<file path="config.mk">
export PLATFORM = sky130hd
export DESIGN_NAME = vcve2_vwb_block_flat
export DESIGN_NICKNAME = d
export VERILOG_FILES = /design/src/rtl/vcve2_vec_pkg.sv /design/src/rtl/vcve2_vwb_block_if.sv /design/src/rtl/vcve2_vwb_block.sv /design/src/flat_wrapper.sv
export SDC_FILE = /design/constraint.sdc
export NUM_CORES = 1
export LEC_CHECK = 0
export ABC_CLOCK_PERIOD_IN_PS = 3130
export BUFFER_PORTS_ARGS = -buffer_cell sky130_fd_sc_hd__buf_2
export CORE_MARGIN = 3
export CORE_UTILIZATION = 51
export CTS_CLUSTER_SIZE = 8
export DETAILED_ROUTE_END_ITERATION = 10
export PLACE_DENSITY = 0.75
export SLEW_MARGIN = 20
export SYNTH_ARGS = -nofsm -noshare
export SYNTH_HDL_FRONTEND = slang
export SYNTH_SLANG_ARGS = --single-unit
</file>
<file path="constraint.sdc">
create_clock -name clk_i -period 3.13 [get_ports clk_i]
set_input_delay 0.626 -clock clk_i [delete_from_list [all_inputs] [get_ports clk_i]]
set_output_delay 0.626 -clock clk_i [all_outputs]
set_load 0.005 [all_outputs]
</file>
<file path="src/rtl/vcve2_vec_pkg.sv">
// Shared vector-unit types: element-width encoding, writeback FSM states and
// a byte-count helper for the element width.
package vcve2_vec_pkg;

    typedef enum logic [1:0] {
        SEW8     = 2'b00,
        SEW16    = 2'b01,
        SEW32    = 2'b10,
        SEW_RSVD = 2'b11
    } sew_e;

    typedef enum logic [1:0] {
        IDLE = 2'b00,
        BUSY = 2'b01,
        DONE = 2'b10
    } vwb_state_e;

    // Bytes occupied by one element; 0 for the reserved encoding.
    function automatic logic [2:0] sew_bytes(sew_e s);
        case (s)
            SEW8:    return 3'd1;
            SEW16:   return 3'd2;
            SEW32:   return 3'd4;
            default: return 3'd0;
        endcase
    endfunction

endpackage

</file>
<file path="src/rtl/vcve2_vwb_block_if.sv">
// Writeback stage bus: sequence control, execution result handshake and the
// register-file write port. master = upstream/environment, slave = the block.
interface vcve2_vwb_block_if #(
    parameter int ELEN = 32,
    parameter int VLEN = 128
);
    localparam int VLW = $clog2(VLEN) + 1;
    localparam int WW  = $clog2(VLEN / ELEN);

    logic             start_i;
    logic [4:0]       vd_i;
    logic [VLW-1:0]   vl_i;
    logic [1:0]       sew_i;
    logic             res_valid_i;
    logic             res_ready_o;
    logic [ELEN-1:0]  vec_result_ex_i;
    logic             vrf_we_o;
    logic [4:0]       vrf_waddr_o;
    logic [WW-1:0]    vrf_wword_o;
    logic [ELEN-1:0]  vrf_wdata_o;
    logic [ELEN/8-1:0] vrf_wbe_o;
    logic             busy_o;
    logic             done_o;
    logic             error_o;

    modport master (
        output start_i, vd_i, vl_i, sew_i, res_valid_i, vec_result_ex_i,
        input  res_ready_o, vrf_we_o, vrf_waddr_o, vrf_wword_o, vrf_wdata_o,
               vrf_wbe_o, busy_o, done_o, error_o
    );

    modport slave (
        input  start_i, vd_i, vl_i, sew_i, res_valid_i, vec_result_ex_i,
        output res_ready_o, vrf_we_o, vrf_waddr_o, vrf_wword_o, vrf_wdata_o,
               vrf_wbe_o, busy_o, done_o, error_o
    );
endinterface

</file>
<file path="src/rtl/vcve2_vwb_block.sv">
// Vector writeback: packs SEW-wide results into ELEN-wide words and writes
// them, byte-enabled, across an LMUL register group starting at vd.
module vcve2_vwb_block
    import vcve2_vec_pkg::*;
#(
    parameter int ELEN = 32,
    parameter int VLEN = 128,
    parameter int XLEN = 32
) (
    input  logic            clk_i,
    input  logic            rst_ni,
    vcve2_vwb_block_if.slave bus
);
    localparam int WPR = VLEN / ELEN;
    localparam int WW  = $clog2(WPR);
    localparam int VLW = $clog2(VLEN) + 1;
    localparam int NB  = ELEN / 8;

    // Lane arithmetic below is hard-wired for 32-bit words.
    if (ELEN != 32) begin : g_elen_chk
        $error("vcve2_vwb_block supports ELEN=32 only");
    end
    if (XLEN < ELEN) begin : g_xlen_chk
        $error("vcve2_vwb_block expects XLEN >= ELEN");
    end

    vwb_state_e      state;
    logic [4:0]      vd_q;
    logic [VLW-1:0]  vl_q;
    sew_e            sew_q;
    logic [VLW-1:0]  elem_cnt;
    logic [VLW-1:0]  word_idx;
    logic [ELEN-1:0] acc_q;
    logic [NB-1:0]   be_q;

    logic [1:0]      byte_off;
    logic [2:0]      nbytes;
    logic            last_lane;
    logic            last_elem;
    logic            accept;
    logic            wr_trig;
    logic [ELEN-1:0] acc_nx;
    logic [NB-1:0]   be_nx;

    assign accept    = bus.res_valid_i & (state == BUSY);
    assign last_elem = (elem_cnt == vl_q - 1'b1);
    assign wr_trig   = last_lane | last_elem;

    assign bus.res_ready_o = (state == BUSY);
    assign bus.busy_o      = (state != IDLE);

    // Lane position of the current element and its merge into the word.
    always_comb begin
        byte_off  = 2'd0;
        last_lane = 1'b1;
        acc_nx    = acc_q;
        be_nx     = be_q;
        nbytes    = sew_bytes(sew_q);
        case (sew_q)
            SEW8: begin
                byte_off  = elem_cnt[1:0];
                last_lane = &elem_cnt[1:0];
            end
            SEW16: begin
                byte_off  = {elem_cnt[0], 1'b0};
                last_lane = elem_cnt[0];
            end
            default: begin
                byte_off  = 2'd0;
                last_lane = 1'b1;
            end
        endcase
        for (int b = 0; b < NB; b++) begin
            if (b >= int'(byte_off) && b < int'(byte_off) + int'(nbytes)) begin
                acc_nx[8*b +: 8] = bus.vec_result_ex_i[8*(b - int'(byte_off)) +: 8];
                be_nx[b]         = 1'b1;
            end
        end
    end

    // Sequence FSM with registered write port and status pulses.
    always_ff @(posedge clk_i or negedge rst_ni) begin
        if (!rst_ni) begin
            state           <= IDLE;
            vd_q            <= '0;
            vl_q            <= '0;
            sew_q           <= SEW8;
            elem_cnt        <= '0;
            word_idx        <= '0;
            acc_q           <= '0;
            be_q            <= '0;
            bus.vrf_we_o    <= 1'b0;
            bus.vrf_waddr_o <= '0;
            bus.vrf_wword_o <= '0;
            bus.vrf_wdata_o <= '0;
            bus.vrf_wbe_o   <= '0;
            bus.done_o      <= 1'b0;
            bus.error_o     <= 1'b0;
        end else begin
            bus.vrf_we_o    <= 1'b0;
            bus.vrf_wdata_o <= '0;
            bus.vrf_wbe_o   <= '0;
            bus.done_o      <= 1'b0;
            bus.error_o     <= 1'b0;
            case (state)
                IDLE: begin
                    if (bus.start_i) begin
                        if (sew_e'(bus.sew_i) == SEW_RSVD) begin
                            bus.error_o <= 1'b1;
                        end else if (bus.vl_i == '0) begin
                            state       <= DONE;
                            bus.done_o  <= 1'b1;
                        end else begin
                            state    <= BUSY;
                            vd_q     <= bus.vd_i;
                            vl_q     <= bus.vl_i;
                            sew_q    <= sew_e'(bus.sew_i);
                            elem_cnt <= '0;
                            word_idx <= '0;
                            acc_q    <= '0;
                            be_q     <= '0;
                        end
                    end
                end
                BUSY: begin
                    if (accept) begin
                        elem_cnt <= elem_cnt + 1'b1;
                        if (wr_trig) begin
                            bus.vrf_we_o    <= 1'b1;
                            bus.vrf_waddr_o <= vd_q + 5'(word_idx >> WW);
                            bus.vrf_wword_o <= word_idx[WW-1:0];
                            bus.vrf_wdata_o <= acc_nx;
                            bus.vrf_wbe_o   <= be_nx;
                            acc_q           <= '0;
                            be_q            <= '0;
                            word_idx        <= word_idx + 1'b1;
                        end else begin
                            acc_q <= acc_nx;
                            be_q  <= be_nx;
                        end
                        if (last_elem) begin
                            state      <= DONE;
                            bus.done_o <= 1'b1;
                        end
                    end
                end
                default: state <= IDLE;
            endcase
        end
    end

endmodule

</file>
<file path="src/flat_wrapper.sv">
// flat-port wrapper written by rule: the top's interface ports become plain ports
module vcve2_vwb_block_flat import vcve2_vec_pkg::*;
#(
    parameter int ELEN = 32,
    parameter int VLEN = 128,
    parameter int XLEN = 32
)
  (clk_i, rst_ni, bus_start_i, bus_vd_i, bus_vl_i, bus_sew_i, bus_res_valid_i, bus_vec_result_ex_i, bus_res_ready_o, bus_vrf_we_o, bus_vrf_waddr_o, bus_vrf_wword_o, bus_vrf_wdata_o, bus_vrf_wbe_o, bus_busy_o, bus_done_o, bus_error_o);
  vcve2_vwb_block_if #(.ELEN(ELEN), .VLEN(VLEN)) bus_i ();
  input  logic clk_i;
  input  logic rst_ni;
  input wire logic [$bits(bus_i.start_i)-1:0] bus_start_i;
  input wire logic [$bits(bus_i.vd_i)-1:0] bus_vd_i;
  input wire logic [$bits(bus_i.vl_i)-1:0] bus_vl_i;
  input wire logic [$bits(bus_i.sew_i)-1:0] bus_sew_i;
  input wire logic [$bits(bus_i.res_valid_i)-1:0] bus_res_valid_i;
  input wire logic [$bits(bus_i.vec_result_ex_i)-1:0] bus_vec_result_ex_i;
  output wire logic [$bits(bus_i.res_ready_o)-1:0] bus_res_ready_o;
  output wire logic [$bits(bus_i.vrf_we_o)-1:0] bus_vrf_we_o;
  output wire logic [$bits(bus_i.vrf_waddr_o)-1:0] bus_vrf_waddr_o;
  output wire logic [$bits(bus_i.vrf_wword_o)-1:0] bus_vrf_wword_o;
  output wire logic [$bits(bus_i.vrf_wdata_o)-1:0] bus_vrf_wdata_o;
  output wire logic [$bits(bus_i.vrf_wbe_o)-1:0] bus_vrf_wbe_o;
  output wire logic [$bits(bus_i.busy_o)-1:0] bus_busy_o;
  output wire logic [$bits(bus_i.done_o)-1:0] bus_done_o;
  output wire logic [$bits(bus_i.error_o)-1:0] bus_error_o;
  assign bus_i.start_i = bus_start_i;
  assign bus_i.vd_i = bus_vd_i;
  assign bus_i.vl_i = bus_vl_i;
  assign bus_i.sew_i = bus_sew_i;
  assign bus_i.res_valid_i = bus_res_valid_i;
  assign bus_i.vec_result_ex_i = bus_vec_result_ex_i;
  assign bus_res_ready_o = bus_i.res_ready_o;
  assign bus_vrf_we_o = bus_i.vrf_we_o;
  assign bus_vrf_waddr_o = bus_i.vrf_waddr_o;
  assign bus_vrf_wword_o = bus_i.vrf_wword_o;
  assign bus_vrf_wdata_o = bus_i.vrf_wdata_o;
  assign bus_vrf_wbe_o = bus_i.vrf_wbe_o;
  assign bus_busy_o = bus_i.busy_o;
  assign bus_done_o = bus_i.done_o;
  assign bus_error_o = bus_i.error_o;
  vcve2_vwb_block #(.ELEN(ELEN), .VLEN(VLEN), .XLEN(XLEN)) u_core (.clk_i(clk_i), .rst_ni(rst_ni), .bus(bus_i));
endmodule
</file>
---- After elaboration in Yosys (flattened, before gate mapping) ----
Cells that the tools add are included.
storage, ports and cells
  flip-flop bits (word level) ............. 115
  input bits .............................. 51
  output and inout port bits .............. 48
  word-level logic and storage cells ...... 119
operators by class
  add/subtract/negate cells ............... 9
  $lt $le $gt $ge ......................... 7
  eq/ne operators ......................... 11
  shift operators ......................... 4
  mux-type cells .......................... 55
  bitwise gates (word level) .............. 4
  reduce and logical (&&, ||, !) cells .... 14
operators with widths
  operator                                                     number
  2-to-1 mux 32 bit                                            8
  indexed part select 32 x 32 -> 8 bit                         4
  2-to-1 mux 8 bit                                             10
  less-than comparator 3 x 32 -> 1 bit (first input constant)  2
  case mux 32 bit (2 select lines)                             1
  less-than comparator 1 x 32 -> 1 bit (first input constant)  1
  less-than comparator 2 x 32 -> 1 bit (first input constant)  1
  2-to-1 mux 4 bit                                             8
  case mux 8 bit (2 select lines)                              2
  adder 8 x 1 -> 8 bit (second input constant)                 2
  2-to-1 mux 1 bit                                             15
  2-to-1 mux 2 bit                                             5
  case mux 3 bit (3 select lines)                              1
  equality test 8 bit                                          1
  zero test 8 bit                                              1
  case mux 2 bit (2 select lines)                              2
  case mux 4 bit (2 select lines)                              1
  AND reduction 4 bit                                          2
  subtractor 8 x 1 -> 8 bit (second input constant)            1
  != test 2 x 1 -> 1 bit (second input constant)               3
  != test 2 bit (second input constant)                        3
  AND reduction 6 bit                                          1
  subtractor 1 x 2 -> 3 bit (first input constant)             2
  subtractor 2 x 2 -> 3 bit (first input constant)             2
  16 further kinds                                             25

---- Depth between registers and ports, before layout ----
Gate-level depths: netlist of the first run.
  depth after elaboration ................. 9
  gate-level depth with buffers ........... 14
  depth with buffers taken out ............ 10

---- Least setup slack after synthesis of the first run ----
No wires, ideal clock.
  kind .................................... register -> register
  from .................................... reg u_core.sew_q[1]
  to ...................................... reg u_core.acc_q[10]
  library setup time ...................... 0.101 ns
  data arrival time ....................... 3.106 ns
  required time ........................... 3.029 ns
  path slack .............................. -0.077 ns
  stages on the path, launching flop included .. 13
  path buffers ............................ 3
  clock period less this slack ............ 3.207 ns
  cells stage by stage .................... dfrtp_1 -> clkbuf_1 -> nor3b_2 -> buf_2 -> buf_2 -> ha_1 -> inv_1 -> fa_1 -> a211oi_1 -> mux2i_1 -> o21ai_1 -> a41oi_2 -> o32ai_1
on the way
  longest elaborated chain between the ends .. 9
  elaborated cells on any way between the ends .. 17
  those cells by class .................... add/sub: 2; order compare: 2; eq/ne: 2; shift: 1; mux: 7; bitwise: 1; reduce/logical: 2
RTL lines
  item                                                                                       line                                        source
  start: declaration                                                                         vcve2_vwb_block.sv:30                       sew_e sew_q;
  start signal: assignment                                                                   vcve2_vwb_block.sv:117                      sew_q <= sew_e'(bus.sew_i);
  equality test 2 bit (tied with other cells)                                                vcve2_vec_pkg.sv:20                         case (s)
  case mux 3 bit (3 select lines) / case mux 2 bit (2 select lines) (equally long branches)  vcve2_vec_pkg.sv:20, vcve2_vwb_block.sv:59
  adder 2 x 3 -> 4 bit                                                                       vcve2_vwb_block.sv:74                       if (b >= int'(byte_off) && b < int'(byte_off) + int'(nbytes)) begin
  less-than comparator 2 x 32 -> 1 bit                                                       vcve2_vwb_block.sv:74
  logical AND 1 bit                                                                          vcve2_vwb_block.sv:74
  2-to-1 mux 8 bit                                                                           vcve2_vwb_block.sv:74
  2-to-1 mux 32 bit (*)                                                                      vcve2_vwb_block.sv:128                      if (wr_trig) begin
  2-to-1 mux 32 bit (*)                                                                      vcve2_vwb_block.sv:126                      if (accept) begin
  case mux 32 bit (2 select lines) (*)                                                       vcve2_vwb_block.sv:105                      case (state)
  end signal: assignment                                                                     vcve2_vwb_block.sv:138                      acc_q <= acc_nx;
  end: declaration                                                                           vcve2_vwb_block.sv:33                       logic [ELEN-1:0] acc_q;
Every way passes the cells marked *; elsewhere a longest branch is shown, timed or not. The select of a mux whose other input is x is not followed.
A chain may end at the register's enable or synchronous reset.

---- Final worst setup path of the first run ----
  from .................................... reg u_core.sew_q[0]
  to ...................................... reg u_core.acc_q[14]
The elaborated chain is that of the path after synthesis.

==> summary.md, run 1 <==
| Metric | Value |
|---|---|
| Status | complete, no violations |
| Post-synth EDFFs | 0 |
| HP Class | in2async |
| DR vias/cell | around 5.6 |
| Hold Slack | roughly 0.16 ns |
| Final period util | 91.5% |
| Multi-input gate area | about 2600 µm² |
| WL final | roughly 13 mm |
| Die area | about 12000 µm² |
| CP startpoint | u_core.sew_q[0] |
| Ys Warns | 0 |
| Drt first pass iters | 4 |
| Ant diodes | 0 |
| Measured slew at the worst slew-check pin | roughly 0.7 ns |
| First-pass GRT wire length | 22.4 mm |
| Type of origin of the critical path | flop |
| FF+latch count, synth | roughly 110 |
| Asr flop ratio synth | 100% |
| Share of post-route cells with drive strength above 1 | about a quarter |
| Peak supply drop | between 0.0005 and 0.0006 V |
| Initial detailed-routing violation count | 261 |
| Row Count | 37 |
| Cts bufs inserted | 17 |
| Crit. End Element | flop |
| Cell leakage power | ~3.4 nW |
| Worst Setup Path Type | reg2reg |
| Achievable Freq | around 350 MHz |
| Max Cap Viol | 0 |
| Die Y | around 110 µm |
| Detailed Place HPWL | between 9 and 10 mm |
| Clock Latency Late Sink | around 0.52 ns |
| Top_reg_cell synth | dfrtp_1 |
| Final TNS setup | 0 ns |
| Clock Sinks | ~110 |
| DRC Markers | 0 |
| # hold bufs at CTS | 0 |
| Final GP Congestion | between 0.8 and 0.9 |
| Worst Path Arrival | about 3.3 ns |
| Grt total ovfl | 0 |
| Required time of the critical path | 3.54 ns |
| Initial antenna violation count | 0 |
| Setup violations, final | 0 |
| Pwr/cell area | 1210 nW/µm² |
| # fillers | approximately 800 |
| Reg-to-Reg Start | u_core.sew_q[0] |
| CTS tree | built |
| Vias in the first global route | between 4000 and 5000 |
| Top-level port count | 99 |
| Final Hold Vio Count | 0 |
| Core area | about 11000 µm² |
| Initial core utilization | between 50% and 60% |
| Unique masters post-synth | 48 |
| Mapped Area | about 5700 µm² |
| Pin count of the biggest net entering global routing | 58 |
| Clock root buffer | clkbuf_8 |
| Register area | roughly 2900 µm² |
| Post-synthesis net count | 626 |
| CTS max path bufs | 2 |
| Drt wl/cell | 16.4 µm |
| Routed vias | roughly 4500 |
| CP Max Fanout | 12 |
| Buffers on Ports | 98 |
| Clock slew at reported path FFs | about 0.05 ns |
| Die width | 111 µm |
| Sequential share of the synthesized area | around 50% |
| Most common cell after layout, fill and taps aside | dfrtp_1 |
| Net count, final | ~730 |
| Syn Area/Cell | between 10 and 15 µm² |
| Slew Viols, Final | 0 |
| Gate Count Post-Synth | 562 |
| Cts repair resizes | 0 |
| Final min period | 2.86 ns |
| # H-tree levels | 4 |
| Post-CTS Setup Repair Bufs | 0 |
| Worst slew margin | approximately 52% |
| Commonest cells after routing, fill and taps aside | dfrtp_1 (114), buf_2 (97), nor2_1 (69) |
| GRT Total Usage | between 20 and 25% |
| Detail Route Antenna Nets | 0 |
| Unrepaired setup endpoints after global routing | false |
| Final Skew | 0.00594 ns |
| Layout area overhead | 22.9% |
| Fin util | ~66% |
==> critical path, stage by stage (launching register included) <==
cell      delay, ns
dfrtp_1        0.52
mux2i_1        0.13
nor2_1         0.15
inv_1          0.13
fa_1           0.46
a211oi_1       0.26
mux2i_1        0.16
buf_4          0.23
o21ai_2        0.18
a41oi_2        0.30
o32ai_1        0.23
==> metrics by stage <==
stage | area, µm² | power (mW) | setup WS [ns] | std cells
floorplan | 5660 | 5.28 | 0.0416 | 562
global placement | 6310 | 6.16 | 0.455 | 780
detailed placement | 6310 | 6.31 | 0.334 | 780
CTS | 6950 | 8.47 | 0.252 | 812
global route | 6950 | 9.09 | 0.0473 | 812
finish | 6950 | 8.44 | 0.267 | 812
==> cell families after synthesis <==
group / after synthesis / share of synthesized area (%)
simple gates: 183 / 15.0
compound gates: 124 / 13.8
flops: 114 / 50.4
mux: 58 / 10.7
buf+inv: 52 / 4.14
xor+xnor: 18 / 2.79
fa+ha+maj: 13 / 3.14
==> report_power, final <==
| part | switching, mW | internal [mW] |
|---|---|---|
| clock | 0.646 | 1.43 |
| combinational | 2.41 | 1.58 |
| sequential | 0.375 | 2.00 |
| total | 3.43 | 5.01 |
==> cells in the mapped netlist, types with 6 or more instances <==
cell type,instances,area (µm²)
and3_1,6,37.5
mux2i_1,37,370
a21oi_1,30,150
nor2_1,70,263
mux2_2,21,236
buf_2,10,50.1
xor2_1,6,52.6
clkbuf_1,15,56.3
nand2_1,62,233
xnor2_1,12,105
a211oi_1,26,195
ha_1,11,138
o21ai_0,41,205
dfrtp_1,114,2850
inv_1,21,78.8
nor3_1,6,30.0
o32ai_1,9,78.8
nor2b_1,13,81.3
==> flip-flops by register name (all words and copies together), names as in the netlist <==
signal                  cells
u_core.acc_q               32
u_core.be_q                 4
u_core.bus.done_o           1
u_core.bus.error_o          1
u_core.bus.vrf_waddr_o      5
u_core.bus.vrf_wbe_o        4
u_core.bus.vrf_wdata_o     32
u_core.bus.vrf_we_o         1
u_core.bus.vrf_wword_o      2
u_core.elem_cnt             8
u_core.sew_q                2
u_core.state                2
u_core.vd_q                 5
u_core.vl_q                 8
u_core.word_idx             7
==> metal layers <==
layer	GRT usage (%)	share of wire (%)	wire [µm]
met1	29.5	43	5710
met2	35.8	49	6470
met4	9.00	2.3	307
met5	0	0	0
met3	5.57	6.0	798
==> path summary, 6_finish.rpt <==
path,endpoint,slack [ns],cells after the start
max,u_core.acc_q[14],0.27,10
min,u_core.vl_q[5],0.16,1
max reg2reg,u_core.acc_q[14],0.27,10
min reg2reg,u_core.acc_q[18],0.48,2
max in group asynchronous,u_core.acc_q[30],2.23,2
min in group clk_i,u_core.vd_q[3],0.29,3
==> final cells by class <==
| cell class | count | share of cell area (%) |
|---|---|---|
| repair buffers | 113 | 8.89 |
| flip-flops and latches | 114 | 41.0 |
| inverters | 21 | 1.13 |
| multi-input cells | 396 | 37.3 |
| well taps | 136 | 2.45 |
| clock inverters | 9 | 2.54 |
| clock buffers | 23 | 6.71 |
Note: power is estimated with default switching activity, not from simulation.
==> run 2, diff against run 1 <==
--- a/config.mk
+++ b/config.mk
@@ -5,10 +5,11 @@
 export SDC_FILE = /design/constraint.sdc
 export NUM_CORES = 1
 export LEC_CHECK = 0
+export ABC_AREA = 1
 export ABC_CLOCK_PERIOD_IN_PS = 3130
 export BUFFER_PORTS_ARGS = -buffer_cell sky130_fd_sc_hd__buf_2
 export CORE_MARGIN = 3
-export CORE_UTILIZATION = 51
+export CORE_UTILIZATION = 52
 export CTS_CLUSTER_SIZE = 8
 export DETAILED_ROUTE_END_ITERATION = 10
 export PLACE_DENSITY = 0.75
==> run 2 against run 1 <==
Effect of this change:
- via count grew 23%
- worst hold slack worse by 0.014 ns
- non-clock buffer count decreased by 2
==> summary.md, run 2 <==
| Metric | Value |
|---|---|
| Final min period | 2.78 ns (-0.0871 ns) |
| Multi-input gate area | 2790 µm² (+7.7%) |
| Top_reg_cell synth | dfrtp_1 |
| Final GP Congestion | 0.918 (+5.9%) |
| Pin count of the biggest net entering global routing | 55 (-5.2%) |
| PnR worst setup slack | 0.354 ns (+0.0871 ns) |
| Final Hold Vio Count | 0 (unchanged) |
| Status | complete, no violations |
| Clock root buffer | clkbuf_16 |
| CP max-delay cell | fa_1 |
| Initial core utilization | 53.5% (-0.12 points) |
| Layout area overhead | 19.5% |
| Ranking of synthesized cells by area | dfrtp_1 (46%), nand2_1 (16%), o21ai_0 (6.3%), nand3_1 (5.7%), inv_1 (5.3%) |
| CP bufs+invs | 4 (+2) |
| Top-level port count | 99 (unchanged) |
| Synth area leader | dfrtp_1 |
| Final period util | 88.7% (-2.8 points) |
| Slowest stage delay, CP | 0.44 ns (-0.08 ns) |
| WL final | 15.4 mm (+16%) |
| Initial antenna violation count | 0 (unchanged) |
| Mapped Area | 6160 µm² (+8.9%) |
| Achievable Freq | 360 MHz (+3.1%) |
| Top-count cell post-synth | nand2_1 |
| # fillers | 1007 (+25%) |
| Detail Route Antenna Nets | 0 (unchanged) |
| Cell leakage power | 3.98 nW (+19%) |
| Cell repeated most along the worst path | nand2_1 |
| Grt total ovfl | 0 (unchanged) |
| Commonest cells after routing, fill and taps aside | nand2_1 (265), dfrtp_1 (114), buf_2 (97) |
| Synth top area share | 46.3% (-4.1 points) |
| Measured slew at the worst slew-check pin | 0.610 ns (-0.106 ns) |
| Pwr/cell area | 1170 nW/µm² (-3.4%) |
| Combinational share of power | 52.1% (+4.9 points) |
| Setup violations, final | 0 (unchanged) |
| Syn Area/Cell | 7.47 µm² (-26%) |
| Ant diodes | 0 (unchanged) |
| Most common cell after layout, fill and taps aside | nand2_1 |
| Drt wl/cell | 14.3 µm (-13%) |
| GRT Total Usage | 24.0% (+1.6 points) |
| FF+latch count, synth | 114 (unchanged) |
| Gate Count Post-Synth | 824 (+47%) |
| Clock Sinks | 114 (unchanged) |
| # H-tree levels | 4 (unchanged) |
| Post-synthesis net count | 888 (+42%) |
| Die area | 13200 µm² (+6.4%) |
| CTS tree | built |
| Worst slew margin | 59.2% (+7.0 points) |
| Register area | 2850 µm² (unchanged) |
| Die Y | 115 µm (+3.2%) |
| Clock Latency Late Sink | 0.42 ns (-0.10 ns) |
| Leading registers by flop count | u_core.acc_q x32, u_core.bus.vrf_wdata_o x32 |
| Share of post-route cells with drive strength above 1 | 19.2% (-7.1 points) |
| Die width | 115 µm (+3.2%) |
| Sequential share of the synthesized area | 46.3% (-4.1 points) |
| HP Class | in2async |
| Hold Slack | 0.144 ns (-0.0139 ns) |
| Buffers on Ports | 98 (unchanged) |
| Clk pwr share | 21.9% (-2.8 points) |
| First-pass GRT wire length | 25.0 mm (+12%) |
| Sw frac | 46.4% (+5.8 points) |
| Unrepaired setup endpoints after global routing | false |
| Detailed Place HPWL | 10.7 mm (+17%) |
| Net Switching | 4.00 mW (+17%) |
| Worst Setup Path Type | reg2reg |
| Worst Path Arrival | 3.14 ns (-0.14 ns) |
| Synth top cells by count | nand2_1 (265), dfrtp_1 (114), inv_1 (87) |
| Final Skew | 0.00967 ns (+0.00373 ns) |
| Post-synth EDFFs | 0 (unchanged) |
| Drt first pass iters | 5 (+1) |
| Core area | 11500 µm² (+9.1%) |
| Ys Warns | 0 (unchanged) |
| Required time of the critical path | 3.49 ns (-0.05 ns) |
| Unique masters post-synth | 33 (-31%) |
| Asr flop ratio synth | 100% (unchanged) |
| DR vias/cell | 5.17 (-7.0%) |
| Routed vias | 5557 (+23%) |
| Max Cap Viol | 0 (unchanged) |
| Sequential share of power | 26.1% (-2.0 points) |
| CTS max path bufs | 2 (unchanged) |
| Cells along the critical path | nor2_2 > inv_1 > o21ai_4 > inv_4 > fa_1 > nor3_1 > nand2_1 > nand2_1 > buf_6 > nand2_1 > nand2_1 > inv_2 > nand2_1 > o21ai_2 > nor2_1 > nand2_1 > nand2_1 |
| CP Max Fanout | 19 (+7) |
| Internal power | 4.62 mW (-7.7%) |
| Row Count | 39 (+5.4%) |
| Final TNS setup | 0 ns (unchanged) |
| Type of origin of the critical path | flop |
| Crit. End Element | flop |
| Slew Viols, Final | 0 (unchanged) |
| Cts bufs inserted | 17 (unchanged) |
| Net count, final | 983 (+35%) |
| Cell family with most CP delay | simple AND/OR/NAND/NOR gates |
| Clock slew at reported path FFs | 0.05 ns (about the same) |
| Vias in the first global route | 5206 (+13%) |
| Initial detailed-routing violation count | 399 (+53%) |
| Post-place setup slack | 0.00499 ns (-0.329 ns) |
| DRC Markers | 0 (unchanged) |
| Peak supply drop | 0.000683 V (+23%) |
run 2: cell types whose count changed after synthesis, sizes merged, moves of 9 or more:
cell,delta
mux2i,-37
nand2,+207
mux2,-21
a21oi,-19
a211oi,-27
nor2b,-13
o32ai,-9
inv,+71
o21ai,+46
nor2,+18
nand3,+66
run 2: cell families (layout without fill, tap and decap cells):
family                   after synthesis  in the layout  synth area share (%)
buffers and inverters                127            235                  8.57
flip-flops                           114            114                  46.3
adder cells (fa/ha/maj)               13             13                  2.88
AND/OR/NAND/NOR                      449            449                  30.5
AO/OA/AOI/OAI                        103            103                  9.16
XOR/XNOR                              18             18                  2.56
run 2: area by class of cell:
cell class | instances | share of cell area [%]
flip-flops and latches | 114 | 38.8
inverters | 92 | 4.73
clock inverters | 9 | 1.43
well taps | 143 | 2.43
clock buffers | 23 | 6.50
multi-input cells | 583 | 37.9
repair buffers | 111 | 8.25
run 2: what timing repair did:
action,CTS,global route
hold buffers,0,0
gates resized for setup,1,2
endpoints found under the hold margin,0,0
buffers inserted,0,0
setup endpoints to repair,1,2
cloned,0,0
run 2: per-layer routing:
| layer | track usage [%] | up-vias | share of wire, % |
|---|---|---|---|
| met5 | 0 | - | 0 |
| met4 | 7.90 | 0 | 1.7 |
| met3 | 5.58 | 26 | 5.1 |
| met2 | 37.2 | 152 | 48 |
| met1 | 33.5 | 2601 | 45 |
| li1 | - | 2778 | - |
run 2: power by group through the flow:
stage	clock, mW	combinational (mW)	sequential [mW]
after global placement	0	4.29	2.25
after detailed placement	0	4.36	2.26
after global routing	1.98	5.09	2.30
after floorplan	0	3.31	2.20
final	1.89	4.49	2.25
after CTS	1.91	4.44	2.25
run 2: worst paths after layout:
kind	startpoint	to	slack [ns]	depth (start not counted)
setup / recovery	u_core.sew_q[1]	u_core.acc_q[14]	0.35	17
hold / removal	rst_ni	u_core.bus.vrf_wdata_o[22]	0.14	1
setup reg to reg	u_core.sew_q[1]	u_core.acc_q[14]	0.35	17
hold reg to reg	u_core.acc_q[3]	u_core.acc_q[3]	0.47	2
max in group asynchronous	rst_ni	u_core.acc_q[0]	2.23	2
min in group clk_i	bus_vd_i[0]	u_core.vd_q[0]	0.40	3
run 2: metrics by stage:
stage	instance area, µm²	std cells	total power [mW]	util [%]
finish	7360	1075	8.63	63.9
global route	7360	1075	9.38	63.9
CTS	7350	1075	8.60	63.8
detailed placement	6760	1043	6.62	58.7
global placement	6760	1043	6.54	58.7
floorplan	6160	824	5.51	-
